File: config.mk
export PLATFORM = sky130hd
export DESIGN_NAME = ps2_cmd_arbiter
export DESIGN_NICKNAME = d
export VERILOG_FILES = /design/src/rtl/ps2_pkg.sv /design/src/rtl/ps2_timeout_ctr.sv /design/src/rtl/ps2_cmd_arbiter.sv
export SDC_FILE = /design/constraint.sdc
export NUM_CORES = 1
export LEC_CHECK = 0
export BUFFER_PORTS_ARGS = -buffer_cell sky130_fd_sc_hd__buf_2
export CORE_MARGIN = 2
export CORE_UTILIZATION = 40
export DETAILED_ROUTE_END_ITERATION = 10
export PLACE_DENSITY = 0.7
export SLEW_MARGIN = 20
export SYNTH_ARGS = -nofsm -noshare
export SYNTH_HDL_FRONTEND = slang
export SYNTH_SLANG_ARGS = --single-unit
File: constraint.sdc
create_clock -name CLK -period 2.1 [get_ports CLK]
set_clock_uncertainty 0.1 [all_clocks]
set_input_delay 0.42 -clock CLK [delete_from_list [all_inputs] [get_ports CLK]]
set_output_delay 0.42 -clock CLK [all_outputs]
set_load 0.01 [all_outputs]
File: src/rtl/ps2_pkg.sv
// Shared PS/2 definitions for the command arbiter and its neighbours.
// Holds the arbiter state encoding, the device reply codes and the host
// command bytes used at runtime.
package ps2_pkg;

    // Link ownership phases of the command arbiter.
    typedef enum logic [2:0] {
        StMOwn    = 3'd0,
        StHSend   = 3'd1,
        StHTxWait = 3'd2,
        StHResp   = 3'd3,
        StHFin    = 3'd4
    } arb_state_e;

    // Device replies
    localparam logic [7:0] PS2_ACK    = 8'hFA;
    localparam logic [7:0] PS2_RESEND = 8'hFE;

    // Host commands
    localparam logic [7:0] PS2_CMD_GET_ID      = 8'hF2;
    localparam logic [7:0] PS2_CMD_SET_RATE    = 8'hF3;
    localparam logic [7:0] PS2_CMD_ENABLE_RPT  = 8'hF4;
    localparam logic [7:0] PS2_CMD_RESET       = 8'hFF;

    function automatic logic ps2_is_ack(input logic [7:0] b);
        return b == PS2_ACK;
    endfunction

endpackage

File: src/rtl/ps2_timeout_ctr.sv
// Saturating timeout counter.
// Ports:
//   clk, rst  - clock, asynchronous active-high reset
//   clear     - synchronous clear to zero (wins over enable)
//   enable    - count up by one per cycle, holding at all-ones
//   expired   - count has reached LIMIT
module ps2_timeout_ctr #(
    parameter int unsigned CTR_W = 24,
    parameter int unsigned LIMIT = 2000000
) (
    input  logic clk,
    input  logic rst,
    input  logic clear,
    input  logic enable,
    output logic expired
);

    localparam logic [CTR_W-1:0] LimitVal = CTR_W'(LIMIT);
    localparam logic [CTR_W-1:0] MaxVal   = '1;

    logic [CTR_W-1:0] count_q;

    always_ff @(posedge clk or posedge rst) begin
        if (rst) begin
            count_q <= '0;
        end else if (clear) begin
            count_q <= '0;
        end else if (enable && (count_q != MaxVal)) begin
            count_q <= count_q + CTR_W'(1);
        end
    end

    assign expired = (count_q >= LimitVal);

endmodule

File: src/rtl/ps2_cmd_arbiter.sv
// Shares one PS/2 transmitter/receiver pair between the mouse master (M,
// default owner) and a host command port (H). H is granted only at a master
// packet boundary; the arbiter sends H's byte, collects up to three response
// bytes, then hands the link back to M.
// Ports:
//   CLK, RESET                    - clock, asynchronous active-high reset
//   M_*                           - master side (send, receive, idle status)
//   H_REQ/H_CMD/H_RESP_LEN        - host request, command byte, reply length
//   H_BUSY/H_RESP_*/H_DONE/H_ERROR- host transaction status and reply bytes
//   SEND_BYTE/BYTE_TO_SEND/...    - transceiver side
//   OWNER                         - 0 = master, 1 = host
module ps2_cmd_arbiter
    import ps2_pkg::*;
#(
    parameter int unsigned TIMEOUT_CYCLES = 2000000,
    parameter int unsigned CTR_W          = 24
) (
    input  logic       CLK,
    input  logic       RESET,
    input  logic       M_SEND_BYTE,
    input  logic [7:0] M_BYTE_TO_SEND,
    output logic       M_BYTE_SENT,
    input  logic       M_READ_ENABLE,
    output logic       M_BYTE_READY,
    input  logic       M_IDLE,
    input  logic       H_REQ,
    input  logic [7:0] H_CMD,
    input  logic [1:0] H_RESP_LEN,
    output logic       H_BUSY,
    output logic [7:0] H_RESP_DATA,
    output logic       H_RESP_VALID,
    output logic       H_DONE,
    output logic       H_ERROR,
    output logic       SEND_BYTE,
    output logic [7:0] BYTE_TO_SEND,
    input  logic       BYTE_SENT,
    output logic       READ_ENABLE,
    input  logic [7:0] BYTE_READ,
    input  logic [1:0] BYTE_ERROR_CODE,
    input  logic       BYTE_READY,
    output logic       OWNER
);

    arb_state_e state_q;
    logic [7:0] cmd_q;
    logic [1:0] len_q;
    logic [1:0] idx_q;
    logic       m_tx_pend_q;
    logic       m_replay_q;
    logic [7:0] replay_byte_q;

    logic m_send;
    logic grant;
    logic rx_bad;
    logic rx_last;
    logic fin_now;
    logic fin_err;
    logic ctr_expired;

    ps2_timeout_ctr #(
        .CTR_W (CTR_W),
        .LIMIT (TIMEOUT_CYCLES)
    ) u_timeout (
        .clk     (CLK),
        .rst     (RESET),
        .clear   (state_q == StHSend),
        .enable  ((state_q == StHTxWait) || (state_q == StHResp)),
        .expired (ctr_expired)
    );

    // A send the master issued while H owned the link is replayed on return.
    assign m_send = M_SEND_BYTE | m_replay_q;

    assign grant = (state_q == StMOwn) & H_REQ & M_IDLE & ~m_send & ~m_tx_pend_q & ~BYTE_READY;

    assign rx_bad  = (BYTE_ERROR_CODE != 2'b00) || ((idx_q == 2'd0) && !ps2_is_ack(BYTE_READ));
    assign rx_last = ((idx_q + 2'd1) == len_q);

    // Transceiver routing
    always_comb begin
        SEND_BYTE    = 1'b0;
        BYTE_TO_SEND = cmd_q;
        READ_ENABLE  = 1'b0;
        M_BYTE_SENT  = 1'b0;
        M_BYTE_READY = 1'b0;
        if (state_q == StMOwn) begin
            SEND_BYTE    = m_send;
            BYTE_TO_SEND = m_replay_q ? replay_byte_q : M_BYTE_TO_SEND;
            READ_ENABLE  = M_READ_ENABLE;
            M_BYTE_SENT  = BYTE_SENT;
            M_BYTE_READY = BYTE_READY;
        end else begin
            SEND_BYTE   = (state_q == StHSend);
            READ_ENABLE = (state_q == StHResp);
        end
    end

    // Transaction end detection; a link event in the same cycle as expiry wins.
    always_comb begin
        fin_now = 1'b0;
        fin_err = 1'b0;
        unique case (state_q)
            StHTxWait: begin
                if (BYTE_SENT) begin
                    fin_now = (len_q == 2'd0);
                end else if (ctr_expired) begin
                    fin_now = 1'b1;
                    fin_err = 1'b1;
                end
            end
            StHResp: begin
                if (BYTE_READY) begin
                    fin_now = rx_bad | rx_last;
                    fin_err = rx_bad;
                end else if (ctr_expired) begin
                    fin_now = 1'b1;
                    fin_err = 1'b1;
                end
            end
            default: ;
        endcase
    end

    always_ff @(posedge CLK or posedge RESET) begin
        if (RESET) begin
            state_q       <= StMOwn;
            cmd_q         <= 8'hFF;
            len_q         <= 2'd0;
            idx_q         <= 2'd0;
            m_tx_pend_q   <= 1'b0;
            m_replay_q    <= 1'b0;
            replay_byte_q <= 8'h00;
            H_BUSY        <= 1'b0;
            H_RESP_DATA   <= 8'h00;
            H_RESP_VALID  <= 1'b0;
            H_DONE        <= 1'b0;
            H_ERROR       <= 1'b0;
            OWNER         <= 1'b0;
        end else begin
            H_RESP_VALID <= 1'b0;
            H_DONE       <= 1'b0;
            H_ERROR      <= 1'b0;

            if ((state_q != StMOwn) && M_SEND_BYTE) begin
                m_replay_q    <= 1'b1;
                replay_byte_q <= M_BYTE_TO_SEND;
            end

            if (fin_now) begin
                state_q <= StHFin;
                H_DONE  <= 1'b1;
                H_ERROR <= fin_err;
                H_BUSY  <= 1'b0;
            end

            unique case (state_q)
                StMOwn: begin
                    m_replay_q <= 1'b0;
                    if (m_send) begin
                        m_tx_pend_q <= 1'b1;
                    end else if (BYTE_SENT) begin
                        m_tx_pend_q <= 1'b0;
                    end
                    if (grant) begin
                        cmd_q   <= H_CMD;
                        len_q   <= H_RESP_LEN;
                        H_BUSY  <= 1'b1;
                        OWNER   <= 1'b1;
                        state_q <= StHSend;
                    end
                end
                StHSend: begin
                    idx_q   <= 2'd0;
                    state_q <= StHTxWait;
                end
                StHTxWait: begin
                    if (BYTE_SENT && (len_q != 2'd0)) begin
                        state_q <= StHResp;
                    end
                end
                StHResp: begin
                    if (BYTE_READY) begin
                        H_RESP_DATA  <= BYTE_READ;
                        H_RESP_VALID <= 1'b1;
                        if (!fin_now) begin
                            idx_q <= idx_q + 2'd1;
                        end
                    end
                end
                StHFin: begin
                    OWNER   <= 1'b0;
                    state_q <= StMOwn;
                end
                default: state_q <= StMOwn;
            endcase
        end
    end

endmodule

==> results_tabular.tex <==
\begin{tabular}{lr}
\hline
Metric & Value \\
\hline
\multicolumn{2}{l}{\textbf{Layout}} \\
\quad Layout Area Growth over Synthesis & 30.8\% \\
\quad Total inserted antenna cells & 0 \\
\quad Utilization after layout & 0.546 \\
\quad Fraction of final layout cells with drive strength greater than 1 & 0.389 \\
\quad Layout Nets & 469 \\
\multicolumn{2}{l}{\textbf{Clocking}} \\
\quad Cts bufs inserted & 9 \\
\quad Clock tree from TritonCTS & yes \\
\quad Clock-pin slew of the registers on the worst-case setup and hold paths & 70 ps \\
\quad Later-pin clock latency in the skew report & 340 ps \\
\quad Maximum clock path buffer count & 2 \\
\quad Hold Buf Count CTS & 0 \\
\quad Clock root buffer master & clkbuf\_8 \\
\quad Number of sinks on the clock net & 62 \\
\quad Count of H-tree levels built during CTS & 3 \\
\multicolumn{2}{l}{\textbf{Detailed routing}} \\
\quad Number of vias per cell & 5.44 \\
\quad Post-DRT Antenna Nets & 0 \\
\quad Iter 0 DRT Violations & 159 \\
\quad DRT Wirelength & 7.88 mm \\
\quad Router iterations before antenna repair & 4 \\
\quad Vias after detailed routing & 2921 \\
\quad DRC violation count after routing & 0 \\
\quad Average wire per standard cell & 14.7 um \\
\multicolumn{2}{l}{\textbf{Critical path}} \\
\quad Worst Path Arrival & 1600 ps \\
\quad Data required time of the critical path & 1580 ps \\
\quad Worst R2R Setup Slack & 100 ps \\
\quad Critical register-to-register path startpoint & u\_timeout.count\_q[6] \\
\quad Critical path destination & SEND\_BYTE \\
\quad Register-to-Register Path Depth & 6 \\
\quad Type of element capturing the critical path & primary output \\
\quad WS Path Type & reg -> out \\
\quad Start point of the critical path & state\_q[2] \\
\quad Critical path startpoint category & flop \\
\quad Worst-path fanout max & 10 \\
\quad Worst R2R End & u\_timeout.count\_q[6] \\
\multicolumn{2}{l}{\textbf{Timing}} \\
\quad Minimum clock period & 2120 ps \\
\quad Count of endpoints failing hold in the final timing report & 0 \\
\quad Pin slew with the least headroom to its limit & 524 ps \\
\quad Post-layout worst setup margin & -20.5 ps \\
\quad Final Max Tran Viols & 0 \\
\quad Final number of setup-violating endpoints & 3 \\
\quad Max-Slew Margin vs Limit & 0.650 \\
\quad Final-layout worst hold slack & 10.4 ps \\
\quad Final period util & 1.01 \\
\quad Unrepaired setup endpoints after global routing & yes \\
\quad Max Clk Rate & 472 MHz \\
\multicolumn{2}{l}{\textbf{Synthesis}} \\
\quad Post-Synthesis Net Count & 364 \\
\quad Cell with the most instances after synthesis & nand2\_1 \\
\quad Sequential area share after synthesis & 0.479 \\
\quad Most used standard cells in the synthesized netlist & nand2\_1 (59), dfrtp\_1 (54), mux2\_2 (18), o21ai\_0 (16), inv\_1 (14) \\
\quad Number of warning messages in the yosys log & 0 \\
\quad Post-synthesis cell area & 0.00326 mm2 \\
\quad Flip-flop and latch count after synthesis & 62 \\
\quad Library cells used by synthesis & 52 \\
\quad EDFF count, synth & 0 \\
\quad Largest area contributor in the synthesized netlist & dfrtp\_1 \\
\quad Most area-consuming cells after synthesis & dfrtp\_1 (41\%), nand2\_1 (6.8\%), dfstp\_2 (6.5\%), mux2\_2 (6.2\%), mux2i\_1 (2.8\%) \\
\quad Average footprint of a synthesized cell & 10.0 um2 \\
\quad Proportion of synthesized flip-flops having asynchronous set or reset & 1.00 \\
\quad Instance count of the mapped netlist & 325 \\
\quad Portion of synthesized cell area occupied by the leading cell type & 0.415 \\
\quad Top flip-flop cell by instance count after synthesis & dfrtp\_1 \\
\multicolumn{2}{l}{\textbf{Floorplan}} \\
\quad Initial standard-cell utilization of the core & 0.417 \\
\quad Area of the core & 0.00781 mm2 \\
\quad Std cell rows & 32 \\
\quad Overall die width & 94.2 um \\
\quad Die ar. & 0.00888 mm2 \\
\quad I/O pin count & 61 \\
\quad Die Y-Extent & 94.2 um \\
\multicolumn{2}{l}{\textbf{Pwr}} \\
\quad Max IR drop VDD & 688 uV \\
\quad Leak & 0.00204 uW \\
\quad PD cells & 1180 mW/mm2 \\
\multicolumn{2}{l}{\textbf{Placement}} \\
\quad Buffers added on ports & 60 \\
\quad Estimated wirelength of the detail-placed design & 5.45 mm \\
\quad Minimum setup slack after placement & 56.5 ps \\
\quad Final GP Congestion & 0.826 \\
\multicolumn{2}{l}{\textbf{Global route}} \\
\quad Final global-route overflow total & 0 \\
\quad Maximum number of pins on one net before global-route repair & 33 \\
\quad Via count of the first global-routing pass & 2887 \\
\quad Antenna violations before repair & 0 \\
\quad All-Layer GR Usage & 0.191 \\
\quad First-pass GRT wire length & 13.3 mm \\
\multicolumn{2}{l}{\textbf{Outcome}} \\
\quad Status & complete, but fails checks \\
\quad Failing checks & negative setup slack \\
\multicolumn{2}{l}{\textbf{Hold path}} \\
\quad Worst min-delay path category & in -> async \\
\multicolumn{2}{l}{\textbf{Flow run}} \\
\quad Max-capacitance violation count & 0 \\
\hline
\end{tabular}
## critical path, cell delays in order, from the launching register on
cell and delay, ps:
dfrtp_1 410, or3_4 400, buf_6 160, o21ai_2 150
buf_2 150
## registers in the layout, indices dropped and copies added (netlist names), 2 cells and up
signal             flops
H_RESP_DATA            8
cmd_q                  8
idx_q                  2
len_q                  2
replay_byte_q          8
state_q                3
u_timeout.count_q     24
## layout by cell type, fill, tap and decap left out, types with 3 or more instances in the layout
master | Yosys | routed
o41ai_1 | 3 | 3
and4_1 | 5 | 4
mux2_2 | 18 | 18
dfrtp_2 | 0 | 3
or4_1 | 10 | 10
o211ai_1 | 10 | 10
buf_2 | 2 | 60
buf_4 | 1 | 41
nor3_1 | 3 | 3
nor2_1 | 12 | 12
and3_1 | 5 | 5
mux2i_1 | 9 | 9
a21oi_1 | 9 | 9
o21ai_1 | 4 | 9
nand3_1 | 10 | 9
buf_6 | 2 | 3
or3_1 | 7 | 6
o31ai_1 | 11 | 11
clkbuf_8 | 0 | 12
nand4_1 | 4 | 4
dfrtp_1 | 54 | 51
xor2_1 | 3 | 3
a31oi_1 | 3 | 3
o21ai_2 | 0 | 3
dfstp_2 | 8 | 8
inv_1 | 14 | 12
nand2_1 | 59 | 58
o21ai_0 | 16 | 8
## layer usage
layer,part of all wire,up-vias,GRT usage
li1,-,1407,-
met1,0.44,1433,0.247
met2,0.50,74,0.312
met3,0.046,7,0.0449
met4,0.013,0,0.0676
met5,0,-,0
## worst min path at each step
stage,startpoint,end,slack (ps)
global route,RESET,replay_byte_q[4],50
global placement,H_RESP_DATA[5],H_RESP_DATA[5],360
CTS,RESET,replay_byte_q[4],20
finish,RESET,replay_byte_q[4],10
floorplan,m_tx_pend_q,m_tx_pend_q,370
detailed placement,OWNER,OWNER,360
## cells by family after synthesis
kind of cell    Yosys count  synth area share
simple gates            134             0.226
compound gates           68             0.139
flops                    62             0.479
mux                      27            0.0899
buf+inv                  26            0.0400
xor+xnor                  5            0.0134
fa+ha+maj                 3            0.0115
## report_power, final
| part | internal (uW) | switching, uW |
|---|---|---|
| combinational | 982 | 1110 |
| sequential | 1590 | 237 |
| clock | 644 | 470 |
| total | 3210 | 1820 |
## final cells by class
class                      count  area [um2]
clock buffer                  13         169
clock inverter                 3        42.5
fill                         670        3550
inverter                      15        56.3
multi-input combinational    237        1640
sequential                    62        1570
tap                          102         128
timing repair buffer         105         662
## repair_timing
item | in CTS | in global routing
gates cloned | 1 | 0
pin swaps | 1 | 5
endpoints found under the hold margin | 0 | 0
buffers inserted | 3 | 12
gates resized for setup | 12 | 18
setup endpoints to repair | 12 | 31
## stage by stage
step | instances | setup TNS, ps | cell area (um2) | power [uW]
5_1_grt | 537 | -865 | 4260 | 5390
4_1_cts | 525 | -153 | 4110 | 4990
6_report | 537 | -29.6 | 4260 | 5030
2_1_floorplan | 325 | 0 | 3260 | 3010
3_5_place_dp | 505 | 0 | 3840 | 3710
3_3_place_gp | 505 | 0 | 3840 | 3660
(Power assumes the default switching activity.)
